===== src/rtl/rtob_sched_pkg.sv =====
// Shared types for the RTOB write scheduler: run-control states and the
// 128-bit {timestamp, payload} word layout.
package rtob_sched_pkg;

    typedef enum logic [2:0] {
        IDLE  = 3'd0,
        RUN   = 3'd1,
        HALT  = 3'd2,
        FLUSH = 3'd3
    } sched_state_t;

    localparam int TS_MSB = 127;
    localparam int TS_LSB = 64;

    typedef struct packed {
        logic [TS_MSB-TS_LSB:0] timestamp;
        logic [TS_LSB-1:0]      payload;
    } rtob_word_t;

endpackage


===== src/rtl/rr_arbiter.sv =====
// Combinational round-robin grant: first valid requester at or after rr_ptr,
// wrapping modulo NUM_REQ. Grant is one-hot or zero.
module rr_arbiter #(
    parameter int NUM_REQ = 4,
    parameter int IDX_LEN = 2
) (
    input  logic [NUM_REQ-1:0] req_valid,
    input  logic [IDX_LEN-1:0] rr_ptr,
    input  logic               enable,
    output logic [NUM_REQ-1:0] grant,
    output logic [IDX_LEN-1:0] grant_idx,
    output logic               grant_valid
);

    int unsigned        cand;
    logic [IDX_LEN-1:0] cidx;
    logic               found;

    always_comb begin
        grant     = '0;
        grant_idx = '0;
        found     = 1'b0;
        cand      = 0;
        cidx      = '0;
        for (int unsigned k = 0; k < NUM_REQ; k++) begin
            cand = 32'(rr_ptr) + k;
            if (cand >= NUM_REQ) begin
                cand = cand - NUM_REQ;
            end
            cidx = IDX_LEN'(cand);
            if (!found && req_valid[cidx]) begin
                found     = 1'b1;
                grant_idx = cidx;
            end
        end
        grant_valid = found && enable;
        if (grant_valid) begin
            grant[grant_idx] = 1'b1;
        end
    end

endmodule


===== src/rtl/rtob_write_sched.sv =====
// Write arbiter and run-control sequencer in front of one RTOB core:
// round-robin merge of requester words, flush/auto_start control, sticky errors.
module rtob_write_sched
    import rtob_sched_pkg::*;
#(
    parameter int NUM_REQ       = 4,
    parameter int REQ_IDX_LEN   = 2,
    parameter int FLUSH_CYCLES  = 4,
    parameter int HALT_ON_ERROR = 1
) (
    input  logic                     clk,
    input  logic                     reset,
    input  logic [NUM_REQ-1:0]       req_valid,
    input  logic [NUM_REQ*128-1:0]   req_data,
    output logic [NUM_REQ-1:0]       req_ready,
    input  logic                     cmd_start,
    input  logic                     cmd_stop,
    input  logic                     cmd_flush,
    output logic                     core_write,
    output logic [127:0]             core_fifo_din,
    output logic                     core_flush,
    output logic                     core_auto_start,
    input  logic                     core_full,
    input  logic                     core_empty,
    input  logic                     core_timestamp_error,
    input  logic                     core_overflow_error,
    output logic [2:0]               state,
    output logic [REQ_IDX_LEN-1:0]   last_grant,
    output logic                     sticky_ts_err,
    output logic                     sticky_ovf_err,
    output logic [31:0]              accept_count
);

    localparam int CNT_W        = (FLUSH_CYCLES > 1) ? $clog2(FLUSH_CYCLES) : 1;
    localparam int FLUSH_RELOAD = (FLUSH_CYCLES > 1) ? FLUSH_CYCLES - 2 : 0;

    sched_state_t             state_q, state_d;
    logic [CNT_W-1:0]         flush_cnt_q, flush_cnt_d;
    logic [REQ_IDX_LEN-1:0]   rr_ptr_q;
    logic [REQ_IDX_LEN-1:0]   grant_idx;
    logic [NUM_REQ-1:0]       grant;
    logic                     accept_en;
    logic                     accept;
    logic                     any_err;
    rtob_word_t               word_q;
    logic                     unused_status;

    assign unused_status = core_empty;
    assign any_err       = core_timestamp_error || core_overflow_error;

    rr_arbiter #(
        .NUM_REQ (NUM_REQ),
        .IDX_LEN (REQ_IDX_LEN)
    ) u_arb (
        .req_valid   (req_valid),
        .rr_ptr      (rr_ptr_q),
        .enable      (accept_en),
        .grant       (grant),
        .grant_idx   (grant_idx),
        .grant_valid (accept)
    );

    always_ff @(posedge clk) begin
        if (reset) begin
            state_q     <= IDLE;
            flush_cnt_q <= '0;
        end else begin
            state_q     <= state_d;
            flush_cnt_q <= flush_cnt_d;
        end
    end

    // flush_cnt holds the FLUSH cycles still to come after the current one;
    // a repeated cmd_flush restarts the window counting the current cycle.
    always_comb begin
        state_d     = state_q;
        flush_cnt_d = flush_cnt_q;
        case (state_q)
            IDLE: begin
                if (cmd_flush) begin
                    state_d     = FLUSH;
                    flush_cnt_d = CNT_W'(FLUSH_CYCLES - 1);
                end else if (!cmd_stop && cmd_start) begin
                    state_d = RUN;
                end
            end
            RUN: begin
                if (cmd_flush) begin
                    state_d     = FLUSH;
                    flush_cnt_d = CNT_W'(FLUSH_CYCLES - 1);
                end else if ((HALT_ON_ERROR != 0) && any_err) begin
                    state_d = HALT;
                end else if (cmd_stop) begin
                    state_d = IDLE;
                end
            end
            HALT: begin
                if (cmd_flush) begin
                    state_d     = FLUSH;
                    flush_cnt_d = CNT_W'(FLUSH_CYCLES - 1);
                end
            end
            FLUSH: begin
                if (cmd_flush) begin
                    if (FLUSH_CYCLES > 1) begin
                        flush_cnt_d = CNT_W'(FLUSH_RELOAD);
                    end else begin
                        state_d = IDLE;
                    end
                end else if (flush_cnt_q == '0) begin
                    state_d = IDLE;
                end else begin
                    flush_cnt_d = flush_cnt_q - 1'b1;
                end
            end
            default: begin
                state_d = IDLE;
            end
        endcase
    end

    always_comb begin
        core_flush      = (state_q == FLUSH);
        core_auto_start = (state_q == RUN);
        accept_en       = ((state_q == IDLE) || (state_q == RUN)) &&
                          !core_full && !core_flush && !reset;
    end

    assign req_ready     = grant;
    assign state         = state_q;
    assign core_fifo_din = word_q;

    always_ff @(posedge clk) begin
        if (reset) begin
            core_write     <= 1'b0;
            word_q         <= '0;
            rr_ptr_q       <= '0;
            last_grant     <= '0;
            sticky_ts_err  <= 1'b0;
            sticky_ovf_err <= 1'b0;
            accept_count   <= '0;
        end else begin
            core_write <= accept;
            if (accept) begin
                word_q     <= rtob_word_t'(req_data[int'(grant_idx)*128 +: 128]);
                last_grant <= grant_idx;
                if (grant_idx == REQ_IDX_LEN'(NUM_REQ - 1)) begin
                    rr_ptr_q <= '0;
                end else begin
                    rr_ptr_q <= grant_idx + 1'b1;
                end
            end
            if (cmd_flush) begin
                sticky_ts_err  <= 1'b0;
                sticky_ovf_err <= 1'b0;
                accept_count   <= '0;
            end else begin
                if (state_q != FLUSH) begin
                    if (core_timestamp_error) sticky_ts_err  <= 1'b1;
                    if (core_overflow_error)  sticky_ovf_err <= 1'b1;
                end
                if (accept && (accept_count != '1)) begin
                    accept_count <= accept_count + 1'b1;
                end
            end
        end
    end

endmodule


===== config.mk =====
export PLATFORM = sky130hd
export DESIGN_NAME = rtob_write_sched
export DESIGN_NICKNAME = d
export VERILOG_FILES = /design/src/rtl/rtob_sched_pkg.sv /design/src/rtl/rr_arbiter.sv /design/src/rtl/rtob_write_sched.sv
export SDC_FILE = /design/constraint.sdc
export NUM_CORES = 1
export LEC_CHECK = 0
export ABC_CLOCK_PERIOD_IN_PS = 3800
export CAP_MARGIN = 20
export CORE_AREA = 2 2 275 277
export CTS_BUF_LIST = sky130_fd_sc_hd__clkbuf_4 sky130_fd_sc_hd__clkbuf_8
export DETAILED_ROUTE_END_ITERATION = 7
export DIE_AREA = 0 0 277 279
export HOLD_SLACK_MARGIN = 0.02
export PLACE_DENSITY = 0.37
export SYNTH_ARGS = -nofsm -noshare
export SYNTH_HDL_FRONTEND = slang
export SYNTH_HIERARCHICAL = 1
export SYNTH_SLANG_ARGS = --single-unit

===== constraint.sdc =====
create_clock -name clk -period 3.8 [get_ports clk]
set_clock_uncertainty 0.2 [all_clocks]
set_input_delay 0.57 -clock clk [delete_from_list [all_inputs] [get_ports clk]]
set_output_delay 0.57 -clock clk [all_outputs]
set_load 0.02 [all_outputs]

### After elaboration in Yosys (flattened, before gate mapping)

Index checks and enable logic that the tools add are counted.
W data, S select, Z words.

* flip-flop bits (word level): 172
* input port bits: 525
* output and inout port bits: 174
* word-level logic and storage cells: 109

* add/sub/neg operators: 10
* $lt $le $gt $ge: 10
* eq/ne operators: 13
* shift-type cells: 1
* multiplexer cells: 37
* reduce and logical (&&, ||, !) cells: 28

Operator list (count)
* $shiftx A512 B10 Y128: 1
* $add A32 B1 Y32 const B: 1
* $ne A32 B32 Y1 const B: 1
* $mux W2: 12
* $mux W3: 8
* $lt A2 B3 Y1 const B: 5
* $pmux W3 S4: 1
* $logic_and A1 B1 Y1: 10
* $sub A2 B1 Y2 const B: 5
* $ge A3 B3 Y1 const B: 3
* $mux W1: 9
* $bmux W1 S2: 4
* $logic_not A1 Y1: 7
* $add A2 B2 Y3 const B: 2
* $eq A3 B2 Y1 const B: 2
* $ne A3 B3 Y1 const B: 2
* $reduce_and A5 Y1: 1
* $mux W4: 1
* $ne A2 B1 Y1 const B: 2
* $ne A2 B2 Y1 const B: 2
* $ne A4 B3 Y1 const B: 1
* $pmux W2 S2: 1
* $reduce_and A2 Y1: 2
* $add A2 B1 Y3 const B: 1
* other kinds (14): 15

### Logic depth before layout (Yosys ltp)

* depth in word-level cells: 19
* depth in mapped cells: 12
* depth with buffers taken out: 8

### Hierarchy

Netlist, hierarchy kept.

By module, submodules not included
* rtob_write_sched: instances 1, cells each 852, area an instance 9557.9 um^2, seq. area each 3423.3 um^2
* rr_arbiter: instances 1, cells each 20, area an instance 155.1 um^2, seq. area each 0.0 um^2

### Worst setup path before layout

OpenSTA, ideal clock, no wires.

* kind: input port to flip-flop
* start point: in req_valid[0]
* end point: reg word_q, in the netlist core_fifo_din[100]
* setup time: 128 ps
* arrival: 2908 ps
* data required time: 3472 ps
* slack: 564 ps
* stages: 10
* path buffers: 3
* path through: mux2_4 > nand2_2 > o221ai_2 > nor2_1 > clkbuf_1 > buf_2 > buf_1 > mux4_2 > mux2i_1 > nor2_1

* word-level cells in the longest chain between the ends: 13
* elaborated cells on any way between the ends: 24
* classes of those cells: 1 x shift; 16 x mux; 7 x reduce/logical

Ends and longest elaborated chain
* start, declared: line rtob_write_sched.sv:13 `input logic [NUM_REQ-1:0] req_valid,`
* $bmux W1 S2: line rr_arbiter.sv:31 `if (!found && req_valid[cidx]) begin`
* $mux W1 (implied by the code): line rr_arbiter.sv:31
* $mux W1: line rr_arbiter.sv:31
* $logic_not A1 Y1: line rr_arbiter.sv:31
* $logic_and A1 B1 Y1: line rr_arbiter.sv:31
* $mux W1: line rr_arbiter.sv:31
* $logic_not A1 Y1: line rr_arbiter.sv:31
* $logic_and A1 B1 Y1: line rr_arbiter.sv:31
* $mux W1: line rr_arbiter.sv:31
* $logic_not A1 Y1: line rr_arbiter.sv:31
* $logic_and A1 B1 Y1: line rr_arbiter.sv:31
* $mux W2 *: line rr_arbiter.sv:31
* net grant_idx[0]: line rtob_write_sched.sv:40 `logic [REQ_IDX_LEN-1:0] grant_idx;`
* $shiftx A512 B10 Y128 *: line rtob_write_sched.sv:145 `word_q <= rtob_word_t'(req_data[int'(grant_idx)*128 +: 128]);`
* end signal, assigned: line rtob_write_sched.sv:145
* end, declared: line rtob_write_sched.sv:45 `rtob_word_t word_q;`

Mark *: on every way through the listed nets, which the timed path passes. The rest lies on a longest branch. The select of a mux whose other input is x is not followed.
A chain may end at the register's enable or synchronous reset.

### Final worst setup path

* start point: in req_valid[0]
* end point: out req_ready[3]

* elaborated cells on any way between the ends: 29
* classes of those cells: 2 x order compare; 19 x mux; 8 x reduce/logical

RTL lines
* $bmux W1 S2: line rr_arbiter.sv:31
* $mux W1 (implied by the code): line rr_arbiter.sv:31
* $mux W1: line rr_arbiter.sv:31
* $logic_not A1 Y1: line rr_arbiter.sv:31
* $logic_and A1 B1 Y1: line rr_arbiter.sv:31
* $mux W1: line rr_arbiter.sv:31
* $logic_not A1 Y1: line rr_arbiter.sv:31
* $logic_and A1 B1 Y1: line rr_arbiter.sv:31
* $mux W1: line rr_arbiter.sv:31
* $logic_not A1 Y1: line rr_arbiter.sv:31
* $logic_and A1 B1 Y1: line rr_arbiter.sv:31
* $mux W1 *: line rr_arbiter.sv:31
* $logic_and A1 B1 Y1 *: line rr_arbiter.sv:36 `grant_valid = found && enable;`
* net accept: line rtob_write_sched.sv:43 `logic accept;`
* $mux W4 *: line rr_arbiter.sv:37 `if (grant_valid) begin`
* end, declared: line rtob_write_sched.sv:15 `output logic [NUM_REQ-1:0] req_ready,`

Marked as above.

==> summary.md <==
| Metric | Value |
|---|---|
| Status | `completed` |
| Num rows | `100` |
| DP Area | `0.01796 mm²` |
| Hold wc startpoint | `reset` |
| First-pass DRT Iterations | `5` |
| Post-route cell area | `0.01843 mm²` |
| Syn Inst Count | `872` |
| Post-cts sizing count | `0` |
| CP required | `3.03 ns` |
| Antenna-violating nets left | `0` |
| Initial Util | `0.1311` |
| Most area-hungry cell type in the Yosys netlist | `dfxtp_1` |
| Peak VDD IR | `0.1668 mV` |
| GP Congestion | `0.9231` |
| Ports | `699` |
| Post-synthesis cell type count | `60` |
| Setup Total Neg Slack | `0 ns` |
| CTS tree | `built` |
| Vias | `10153` |
| Vias per cell | `3.994` |
| Clock Latency Late Sink | `0.55 ns` |
| RSZ-0062 raised after global routing | `false` |
| Die area | `0.07728 mm²` |
| Initial DRC count | `419` |
| DR DRC count | `0` |
| Initial antenna violation count | `32` |
| CP Launch Point | `req_valid[0]` |
| Post-synth EDFFs | `0` |
| Synth Area per Inst | `11.14 µm²` |
| Die span in x | `277 µm` |
| Share of cells above drive strength 1 | `0.1379` |
| Drt total wl | `59.64 mm` |
| Power Dens Cells | `285.2 mW/mm²` |
| Dominant synthesized flop cell | `dfxtp_1` |
| Final worst path period need | `3.481 ns` |
| Clk sink count | `171` |
| Most frequent cell after synthesis | `dfxtp_1` |
| Largest net degree at the start of global routing | `98` |
| Slew Viols, Final | `0` |
| DP Cell Count | `2495` |
| Clock-pin transition on the worst setup and hold timing paths | `0.10 ns` |
| CTS HTree Levels | `4` |
| Hold Crit Class | `in -> reg` |
| Startpoint Class | `input port` |
| Synth async-reset ratio | `0` |
| Top post-synthesis cells by area | `dfxtp_1 (35%), mux4_2 (26%), mux2i_1 (14%)` |
| Max Cap Violations | `0` |
| Port Buffers | `696` |
| Slew at the pin closest to its max-slew limit | `1.025 ns` |
| Fmax | `287.3 MHz` |
| Die height | `279 µm` |
| Max-slew headroom | `0.3101` |
| Total track usage | `0.1507` |
| Tcrit/Tclk final | `0.9160` |
| Crit Path Max Fanout | `10` |
| Avg WL per Cell | `23.46 µm` |
| Crit path capture type | `primary output` |
| Synth top area share | `0.3524` |
| Final #Nets | `2074` |
| Commonest cells post-synth | `dfxtp_1 (171), nor2_1 (137), mux2i_1 (132)` |
| Core area | `0.07407 mm²` |
| Hpwl dp | `48.79 mm` |
| # hold bufs at CTS | `0` |
| Post-synthesis sequential area ratio | `0.3524` |
| Mapped Nets | `1400` |
| Max Buffers Root-to-Sink | `2` |
| Layout area overhead | `89.72%` |
| CTS Buf Count | `17` |
| # setup viols final | `0` |
| Leak pwr | `6.090 nW` |
| Final Non-Filler Cells | `2542` |
| First-pass GRT wire length | `82.19 mm` |
| Worst Path Arrival | `2.71 ns` |
| Fin. Hold Viols | `0` |
| Yosys reg bits | `171` |
| Clock Root Buffer | `clkbuf_8` |
| Synthesized area | `0.009713 mm²` |
| WS Path Type | `in -> out` |
| Synth warn | `6` |
| Vias in the first global route | `10700` |
| Worst r2r src | `rr_ptr_q[1]` |
| Total gr overflow | `0` |
| Postcts setup bufs | `0` |
| Total power | `0.005255 W` |
## worst max-delay path, cell delays in order
cell             delay, ns
clkdlybuf4s50_1       0.48
nor4_2                0.53
nand2b_2              0.29
inv_6                 0.09
and3b_1               0.19
clkdlybuf4s50_1       0.55
## routing by layer
layer / share of wire / vias up / track usage
met5: 0.0024 / - / 0
li1: - / 4707 / -
met1: 0.36 / 4904 / 0.1582
met2: 0.53 / 438 / 0.2706
met4: 0.024 / 22 / 0.05546
met3: 0.084 / 82 / 0.06033
## cell type report
cell class / instances / area, µm²
Timing Repair Buffer: 726 / 7302
Clock buffer: 18 / 241.5
Tap cell: 969 / 1212
Clock inverter: 14 / 183.9
Sequential cell: 171 / 3423
Fill cell: 7927 / 55640
Multi-Input combinational cell: 617 / 5976
Antenna cell: 14 / 35.03
Inverter: 13 / 53.80
## cells by family after synthesis
kind of cell	Yosys count	synth area share
multiplexers	261	0.4170
AND/OR/NAND/NOR	243	0.1189
flip-flops	171	0.3524
AO/OA/AOI/OAI	107	0.07201
buffers and inverters	84	0.03362
adder cells (fa/ha/maj)	3	0.003865
XOR/XNOR	2	0.001804
other	1	0.0003861
## state kept, by name, summed over array words and instances, names as in the netlist
register        cells
core_fifo_din     128
flush_cnt_q         2
sticky_ts_err       1
core_write          1
rr_ptr_q            2
state               2
sticky_ovf_err      1
last_grant          2
accept_count       32
## placed cells by master (no fill, tap or decap), types with 2 or more instances in the layout
| cell | synthesis | routed |
|---|---|---|
| clkdlybuf4s50_1 | 0 | 695 |
| dfxtp_1 | 171 | 171 |
| nor2_1 | 137 | 136 |
| mux2i_1 | 132 | 132 |
| mux4_2 | 113 | 113 |
| a21oi_1 | 34 | 34 |
| nand2_1 | 24 | 24 |
| buf_4 | 1 | 22 |
| nand3_1 | 17 | 17 |
| clkbuf_8 | 0 | 17 |
| o31ai_1 | 17 | 16 |
| a22oi_1 | 16 | 16 |
| or4_1 | 15 | 15 |
| mux2_2 | 15 | 15 |
| o22ai_1 | 15 | 15 |
| diode_2 | 0 | 14 |
| inv_1 | 11 | 11 |
| o21ai_0 | 11 | 11 |
| buf_12 | 0 | 9 |
| nor3_1 | 8 | 8 |
| nand4_1 | 6 | 6 |
| or3_1 | 6 | 6 |
| inv_6 | 0 | 6 |
| or2_2 | 4 | 4 |
| nor4_1 | 4 | 4 |
| and3_1 | 3 | 3 |
| a31oi_1 | 3 | 3 |
| ha_1 | 3 | 3 |
| bufinv_16 | 0 | 3 |
| clkinv_4 | 0 | 3 |
| or3_2 | 2 | 2 |
| o41ai_1 | 2 | 2 |
## where the power goes
part	leakage (nW)	switching, W	internal [W]	total, W
clock	0.214	0.000854	0.000673	0.00153
combinational	4.49	0.000689	0.00111	0.00180
sequential	1.39	0.0000520	0.00188	0.00193
## worst paths after layout
path,endpoint,slack [ns],cells after the start
worst min-delay path,core_fifo_din[97],0.24,2
worst min register to register,sticky_ovf_err,0.28,2
worst max-delay path,req_ready[3],0.32,6
worst max register to register,core_fifo_din[80],0.93,9
## per-stage QoR
stage | worst slack [ns] | util | hold slack [ns]
after floorplan | 0.5641 | - | 0.2837
after global placement | 0.2468 | 0.2425 | 0.2695
after detailed placement | 0.2299 | 0.2425 | 0.2595
after CTS | 0.3440 | 0.2482 | 0.1636
after global routing | 0.2472 | 0.2486 | 0.1960
final | 0.3192 | 0.2488 | 0.2405
Power figures use the tool's default switching activity.
